$ cat config.mk
export PLATFORM = sky130hd
export DESIGN_NAME = jstk_spi_slave
export DESIGN_NICKNAME = d
export VERILOG_FILES = /design/src/rtl/jstk_spi_slave_pkg.sv /design/src/rtl/jstk_spi_slave_spi_in_sync.sv /design/src/rtl/jstk_spi_slave.sv
export SDC_FILE = /design/constraint.sdc
export NUM_CORES = 1
export LEC_CHECK = 0
export ABC_AREA = 1
export CORE_ASPECT_RATIO = 1.4
export CORE_MARGIN = 2
export CORE_UTILIZATION = 40
export DETAILED_ROUTE_END_ITERATION = 10
export PLACE_DENSITY = 0.66
export SYNTH_ARGS = -nofsm -noshare
export SYNTH_HDL_FRONTEND = slang
export SYNTH_SLANG_ARGS = --single-unit
$ cat constraint.sdc
create_clock -name clk -period 2.35 [get_ports clk]
set_input_delay 0.47 -clock clk [delete_from_list [all_inputs] [get_ports clk]]
set_output_delay 0.47 -clock clk [all_outputs]
set_load 0.03 [all_outputs]
$ cat src/rtl/jstk_spi_slave_pkg.sv
// jstk_spi_slave_pkg: shared frame geometry, FSM encoding and joystick byte map
package jstk_spi_slave_pkg;
  localparam int FRAME_BYTES_DEF = 5;
  localparam int X_LO = 0;
  localparam int X_HI = 1;
  localparam int Y_LO = 2;
  localparam int Y_HI = 3;
  localparam int BTN = 4;
  typedef enum logic [1:0] {ARM, IDLE, SHIFT} state_t;
  function automatic int frame_width(input int bytes);
    return 8 * bytes;
  endfunction
endpackage

$ cat src/rtl/jstk_spi_slave_spi_in_sync.sv
// spi_in_sync: multi-flop input synchronizer with registered rise/fall pulses
module spi_in_sync #(
  parameter int STAGES = 2,
  parameter logic RST_VAL = 1'b0
) (
  input  logic clk,
  input  logic rst_n,
  input  logic d,
  output logic q,
  output logic rise,
  output logic fall
);
  logic [STAGES-1:0] sync;
  logic hist;
  // shift the pin through the chain; edges compare the synced value with its history
  always_ff @(posedge clk or negedge rst_n) begin
    if (!rst_n) begin
      sync <= {STAGES{RST_VAL}};
      hist <= RST_VAL;
      rise <= 1'b0;
      fall <= 1'b0;
    end else begin
      sync <= {sync[STAGES-2:0], d};
      hist <= sync[STAGES-1];
      rise <= sync[STAGES-1] & ~hist;
      fall <= ~sync[STAGES-1] & hist;
    end
  end
  assign q = sync[STAGES-1];
endmodule

$ cat src/rtl/jstk_spi_slave.sv
// jstk_spi_slave: oversampled SPI mode-0 slave emulating the PmodJSTK frame
module jstk_spi_slave
  import jstk_spi_slave_pkg::*;
#(
  parameter int FRAME_BYTES = FRAME_BYTES_DEF,
  parameter int SYNC_STAGES = 2
) (
  input  logic                     clk,
  input  logic                     rst_n,
  input  logic                     sclk,
  input  logic                     ss,
  input  logic                     mosi,
  output logic                     miso,
  output logic                     miso_oe,
  input  logic [8*FRAME_BYTES-1:0] tx_data,
  output logic [8*FRAME_BYTES-1:0] rx_data,
  output logic                     rx_valid,
  output logic                     busy,
  output logic                     frame_err
);
  localparam int FW = frame_width(FRAME_BYTES);
  localparam int CW = $clog2(FW + 1);
  localparam int SETTLE = SYNC_STAGES + 2;
  localparam int AW = $clog2(SETTLE + 1);
  localparam logic [CW-1:0] FW_C = CW'(FW);
  localparam logic [AW-1:0] SETTLE_C = AW'(SETTLE);
  logic sclk_q, sclk_rise, sclk_fall, ss_q, ss_rise, ss_fall, mosi_q, mosi_rise, mosi_fall;
  logic unused;
  state_t state, state_n;
  logic [FW-1:0] tx_shift, tx_n, rx_shift, rx_n, rxd_n;
  logic [CW-1:0] cnt, cnt_n;
  logic [AW-1:0] arm_cnt, arm_n;
  logic ovr, ovr_n, miso_n, rxv_n, ferr_n;
  spi_in_sync #(.STAGES(SYNC_STAGES), .RST_VAL(1'b0)) u_sclk (
    .clk(clk), .rst_n(rst_n), .d(sclk), .q(sclk_q), .rise(sclk_rise), .fall(sclk_fall)
  );
  spi_in_sync #(.STAGES(SYNC_STAGES), .RST_VAL(1'b1)) u_ss (
    .clk(clk), .rst_n(rst_n), .d(ss), .q(ss_q), .rise(ss_rise), .fall(ss_fall)
  );
  spi_in_sync #(.STAGES(SYNC_STAGES), .RST_VAL(1'b0)) u_mosi (
    .clk(clk), .rst_n(rst_n), .d(mosi), .q(mosi_q), .rise(mosi_rise), .fall(mosi_fall)
  );
  assign unused = ^{sclk_q, mosi_rise, mosi_fall};
  assign busy = state == SHIFT;
  assign miso_oe = busy;
  // next state and datapath; ARM waits for the reset-valued SS chain to flush before trusting SS
  always_comb begin
    state_n = state;
    tx_n = tx_shift;
    rx_n = rx_shift;
    cnt_n = cnt;
    ovr_n = ovr;
    miso_n = miso;
    rxd_n = rx_data;
    rxv_n = 1'b0;
    ferr_n = 1'b0;
    arm_n = arm_cnt;
    case (state)
      ARM: begin
        arm_n = (arm_cnt == SETTLE_C) ? arm_cnt : arm_cnt + 1'b1;
        state_n = (arm_cnt == SETTLE_C && ss_q) ? IDLE : ARM;
      end
      IDLE: if (ss_fall) begin
        state_n = SHIFT;
        tx_n = tx_data;
        miso_n = tx_data[FW-1];
        rx_n = '0;
        cnt_n = '0;
        ovr_n = 1'b0;
      end
      SHIFT: if (ss_rise) begin
        state_n = IDLE;
        miso_n = 1'b0;
        rxv_n = cnt == FW_C && !ovr;
        ferr_n = !(cnt == FW_C && !ovr);
        rxd_n = rxv_n ? rx_shift : rx_data;
      end else if (sclk_rise) begin
        rx_n = (cnt < FW_C) ? {rx_shift[FW-2:0], mosi_q} : rx_shift;
        cnt_n = (cnt < FW_C) ? cnt + 1'b1 : cnt;
        ovr_n = ovr | (cnt == FW_C);
      end else if (sclk_fall) begin
        tx_n = (cnt < FW_C) ? {tx_shift[FW-2:0], 1'b0} : tx_shift;
        miso_n = (cnt < FW_C) ? tx_shift[FW-2] : 1'b0;
      end
      default: state_n = ARM;
    endcase
  end
  // state and datapath registers
  always_ff @(posedge clk or negedge rst_n) begin
    if (!rst_n) begin
      state <= ARM;
      tx_shift <= '0;
      rx_shift <= '0;
      cnt <= '0;
      ovr <= 1'b0;
      miso <= 1'b0;
      rx_data <= '0;
      rx_valid <= 1'b0;
      frame_err <= 1'b0;
      arm_cnt <= '0;
    end else begin
      state <= state_n;
      tx_shift <= tx_n;
      rx_shift <= rx_n;
      cnt <= cnt_n;
      ovr <= ovr_n;
      miso <= miso_n;
      rx_data <= rxd_n;
      rx_valid <= rxv_n;
      frame_err <= ferr_n;
      arm_cnt <= arm_n;
    end
  end
endmodule

* Word-level counts from Yosys, hierarchy flattened
Cells that the tools add are included.
Operators by class: order comparisons 1, reductions and logical operators 13, bitwise gates (word level) 10, eq/ne operators 13, $add $sub $neg 2, mux-type cells 34
Operators by type and width (count):
- $mux 39 | 5
- $mux 40 | 4
- $pmux 40 s2 | 1
- $pmux 39 s2 | 1
- $mux 6 | 4
- $mux 1 | 13
- $pmux 6 s2 | 1
- $ne 2x1->1 const B | 5
- $reduce_and 4->1 | 2
- $add 6x1->6 const B | 1
- $eq 6x6->1 const B | 1
- $lt 6x6->1 const B | 1
- $pmux 2 s3 | 1
- $reduce_and 6->1 | 1
- $not 1->1 | 5
- $reduce_and 5->1 | 1
- $and 1x1->1 | 4
- $mux 2 | 2
- $ne 2x2->1 const B | 2
- $pmux 1 s2 | 2
- $reduce_and 2->1 | 2
- $add 3x1->3 const B | 1
- $eq 3x3->1 const B | 1
- $ne 3x1->1 const B | 1
- 9 further kinds | 11
Storage, ports and cells: flip-flop bits (word level) 146, word-level logic and storage cells 92, output and inout bits 45, input port bits 45

* Logic depth before layout (Yosys ltp)
depth in word-level cells 6, gate-level depth with buffers 11, gate-level depth less buffers 8

* Cells and area by module
Synthesis repeated with hierarchy kept, for this count alone.
Unflattened totals: cell total of the unflattened synthesis 740, area, all modules 6409.9 sq um
By module, submodules not included:
- jstk_spi_slave | times used 1, area each 5985.7 sq um, cells an instance 713, seq. area each 3353.2 sq um
- spi_in_sync (u_mosi ...) | times used 2, area each 140.1 sq um, cells an instance 9, seq. area each 125.1 sq um
- spi_in_sync (u_ss) | times used 1, area each 143.9 sq um, cells an instance 9, seq. area each 128.9 sq um

* Worst setup path after synthesis
OpenSTA, ideal clock, no wires.
path type reg-to-reg, start point register state[0], end point register tx_shift[19], clock period less this slack 1.806 ns, data arrival time 1.689 ns, path buffers 3, setup slack 0.544 ns, setup time 0.117 ns, cell stages (with the launch flop) 11, required time 2.233 ns, cells stage by stage dfrtp_1 -> inv_1 -> ha_1 -> buf_4 -> nand2_2 -> inv_2 -> nor2_4 -> buf_4 -> buf_4 -> nand4_1 -> nand2_1
Between the ends: cells in the longest elaborated chain, start to end 3, elaborated cells between the ends (all ways) 10, classes of those cells eq/ne: 7; mux: 1; reduce/logical: 2
RTL lines:
- start, declared | RTL line jstk_spi_slave.sv:29 | state_t state, state_n;
- start signal, assigned | RTL line jstk_spi_slave.sv:102 | state <= state_n;
- $eq 2x2->1 *
- net busy | RTL line jstk_spi_slave.sv:18 | output logic busy,
- $ne 2x2->1 (no source line), or another cell as far along
- $reduce_and 6->1 (no source line)
- end signal, assigned | RTL line jstk_spi_slave.sv:103 | tx_shift <= tx_n;
- end, declared | RTL line jstk_spi_slave.sv:30 | logic [FW-1:0] tx_shift, tx_n, rx_shift, rx_n, rxd_n;
The timed path passes the listed nets; every way through them passes the cells marked *. A chain may end at the register's enable or synchronous reset.

* Worst setup path in the final report
start point register state[0], end point output port miso_oe
Between the ends: cells in the longest elaborated chain, start to end 1
RTL lines:
- $eq 2x2->1 | RTL line jstk_spi_slave.sv:44 | assign busy = state == SHIFT;
- end, declared | RTL line jstk_spi_slave.sv:14 | output logic miso_oe,
No other way between the ends.

==> impl_metrics.toml <==
[grt]
met3_usage = 0.04277
grt_busiest_layer = "met2"
globalRouteMet1Util = 0.2206
grt_usage = 0.1670
antenna_found_initial = 0
gr-usage-met2 = 0.2699
grt_max_degree = 81
grt_overflow_total = 0
grt_pass1_wl_mm = 22.68
grt_pass1_vias = 4843

[placement]
portBuffers = 89
routabilityCongestion = 0.7460
placed_cells = 981
postPlaceCellArea_mm2 = 0.007316
dp_hpwl_mm = 8.271

[pwr]
p_leak_uw = 0.003711
power_uw = 8232
p_per_area_mw_per_mm2 = 1041
peakVddDrop_v = 0.0007260

[setup_path]
max_stage_delay_ns = 0.38
critPathBufInv = 3
path_class = "flip-flop to primary output"
path_cells = "inv_1 -> ha_2 -> buf_4 -> buf_4"
endpoint_kind = "primary output"
startpoint_type = "flip-flop"
slowest_stage = "dfrtp_1"
crit_fanout = 9
cp_common_cell = "buf_4"
cp.required_ns = 1.88
arrival_ns = 1.59
path_depth = 4
r2r_cells = 8
path_delay_family = "buffers and inverters"

[layout]
drive_gt1_frac = 0.07466
layout_commonest_cell = "nand2_1"
nets = 856
regArea_mm2 = 0.003657
antenna_cells = 0
n_fill_cell = 1502
finalInstanceArea_mm2 = 0.007908
multiInputGateArea_mm2 = 0.002177
area_growth_pct = 25.12
mostFrequentLayoutCells = "nand2_1 (307), dfrtp_1 (143), clkdlybuf4s50_1 (86)"
final_cells = 1013

[floorplan]
die_w_um = 110.2
core_mm2 = 0.01554
ios = 90
dieArea_mm2 = 0.01683
rows = 54
fp.dieH_um = 152.7
start_util = 0.4067

[sta]
fin_skew_ns = 0.009301
hold_viol = 2
hold_ws_ns = -0.001762
slew_violations = 0
finalSetupTns_ns = 0
period_minus_slack_ns = 2.058
slew-limit-headroom = 0.4787
setup_viol_count_final = 0
rsz0062_at_grt = "no"
min_period_over_period = 0.8758
tightest_slew_ns = 0.7820
fmax_mhz = 485.9

[synth]
syn_area_mm2 = 0.006320
synth_nets = 779
yosysUniqueCellTypes = 31
seq_area_frac_synth = 0.5787
ys_seq_elements = 146
synth.avg_cell_area_um2 = 8.693
netlist_instances = 727
yosysWarnings = 0

[clocking]
cts_sinks = 146
htree_num_levels = 4
root_buffer = "clkbuf_16"
cts_resized = 0
cts_tree = "yes"
cts_buffers = 17
cts.path.max_buffers = 2
hold_buffers = 0
clk_pin_slew_ns = 0.06
clock_latency_ns = 0.41
postCtsSetupRepairBufs = 0

[detailed_routing]
first_iter_violations = 237
post_drt_wl_per_cell_um = 13.20
drt_pass1_iterations = 6
via_per_inst = 4.817
wirelength_mm = 13.38
dr_total_vias = 4880
drc_errors = 0
detail-route-antenna-nets = 0

[run_status]
violations = "hold timing"
outcome = "complete, but fails checks"

[min_path]
hp-class = "input port to asynchronous set/reset pin"

[job]
drv_cap = 0
cells by family after synthesis:
logic type | Yosys count | share of synthesized area
DFF | 146 | 0.5787
AOI/OAI and AO/OA | 92 | 0.07464
and+or+nand+nor | 374 | 0.2487
buffers and inverters | 103 | 0.07721
adders and majority gates | 7 | 0.01386
xor gates and xnor gates | 5 | 0.006931
worst register-to-register path, cell delays in order, from the launching register on:
cell	delay, ns
dfrtp_1	0.38
inv_1	0.09
ha_1	0.24
nand2_1	0.15
o21ai_2	0.11
nor2_4	0.29
nand3_4	0.43
nand2_1	0.20
nand2_1	0.07
cell type report:
cell class,count,area share
inverters,61,0.02896
clock inverters,15,0.02104
well taps,196,0.03101
multi-input cells,478,0.2753
repair buffers,100,0.1274
flip-flops and latches,146,0.4625
clock buffers,17,0.05380
registers in the layout (all words and copies together), names as in the netlist, 2 cells and up:
name / cells
rx_data: 40
rx_shift: 40
tx_shift: 39
cnt: 6
arm_cnt: 3
state: 2
u_mosi.sync: 2
u_sclk.sync: 2
u_ss.sync: 2
through the flow:
step / utilization / setup WS, ns / hold slack, ns
after floorplan: - / 0.5436 / 0.1744
after global placement: 0.4708 / 0.3725 / 0.3342
after detailed placement: 0.4708 / 0.3201 / 0.3373
after CTS: 0.5089 / 0.2735 / 0.01129
after global routing: 0.5089 / 0.09775 / 0.02652
final: 0.5089 / 0.2918 / -0.001762
Yosys cell counts:
cell / instances / share of area
nand3_2: 1 / 0.0016
nand3_1: 4 / 0.0032
buf_2: 11 / 0.0087
buf_6: 5 / 0.0089
a21boi_0: 1 / 0.0012
nand3b_1: 1 / 0.0012
nor2_2: 1 / 0.00099
nor2_4: 1 / 0.0018
xnor2_1: 3 / 0.0042
o21ai_0: 37 / 0.029
inv_1: 58 / 0.034
o21ai_1: 47 / 0.037
o21ai_2: 1 / 0.0014
nand4_1: 41 / 0.041
a21oi_1: 4 / 0.0032
ha_1: 7 / 0.014
a22oi_1: 1 / 0.0012
nand2_2: 1 / 0.00099
inv_2: 3 / 0.0018
xor2_1: 2 / 0.0028
nand2_1: 307 / 0.18
clkbuf_2: 1 / 0.00079
dfstp_2: 3 / 0.012
nand2_4: 1 / 0.0018
dfrtp_1: 143 / 0.57
buf_4: 13 / 0.015
clkbuf_1: 12 / 0.0071
nor2_1: 13 / 0.0077
nand3_4: 2 / 0.0055
a21boi_1: 1 / 0.0012
or2_1: 1 / 0.00099
routing by layer:
layer  vias up  routed length [um]
met1      2316                6080
li1       2449                   -
met2       102                6387
met3        13                 761
met5         -                   0
met4         0                 146
report_power, final:
group	switching [uW]	leakage [uW]	internal (uW)
combinational	1680	0.00148	746
sequential	212	0.00194	2910
clock	1170	0.000282	1510
path summary, 6_finish.rpt:
check / from / end / slack [ns]
max: state[0] / miso_oe / 0.29
min: rst_n / rx_data[34] / -0.002
max reg2reg: state[1] / tx_shift[13] / 0.31
min reg2reg: u_mosi.sync[0] / u_mosi.sync[1] / 0.35
max in group asynchronous: rst_n / u_ss.hist / 1.71
min in group clk: u_mosi.sync[0] / u_mosi.sync[1] / 0.35
Power figures use the tool's default switching activity.
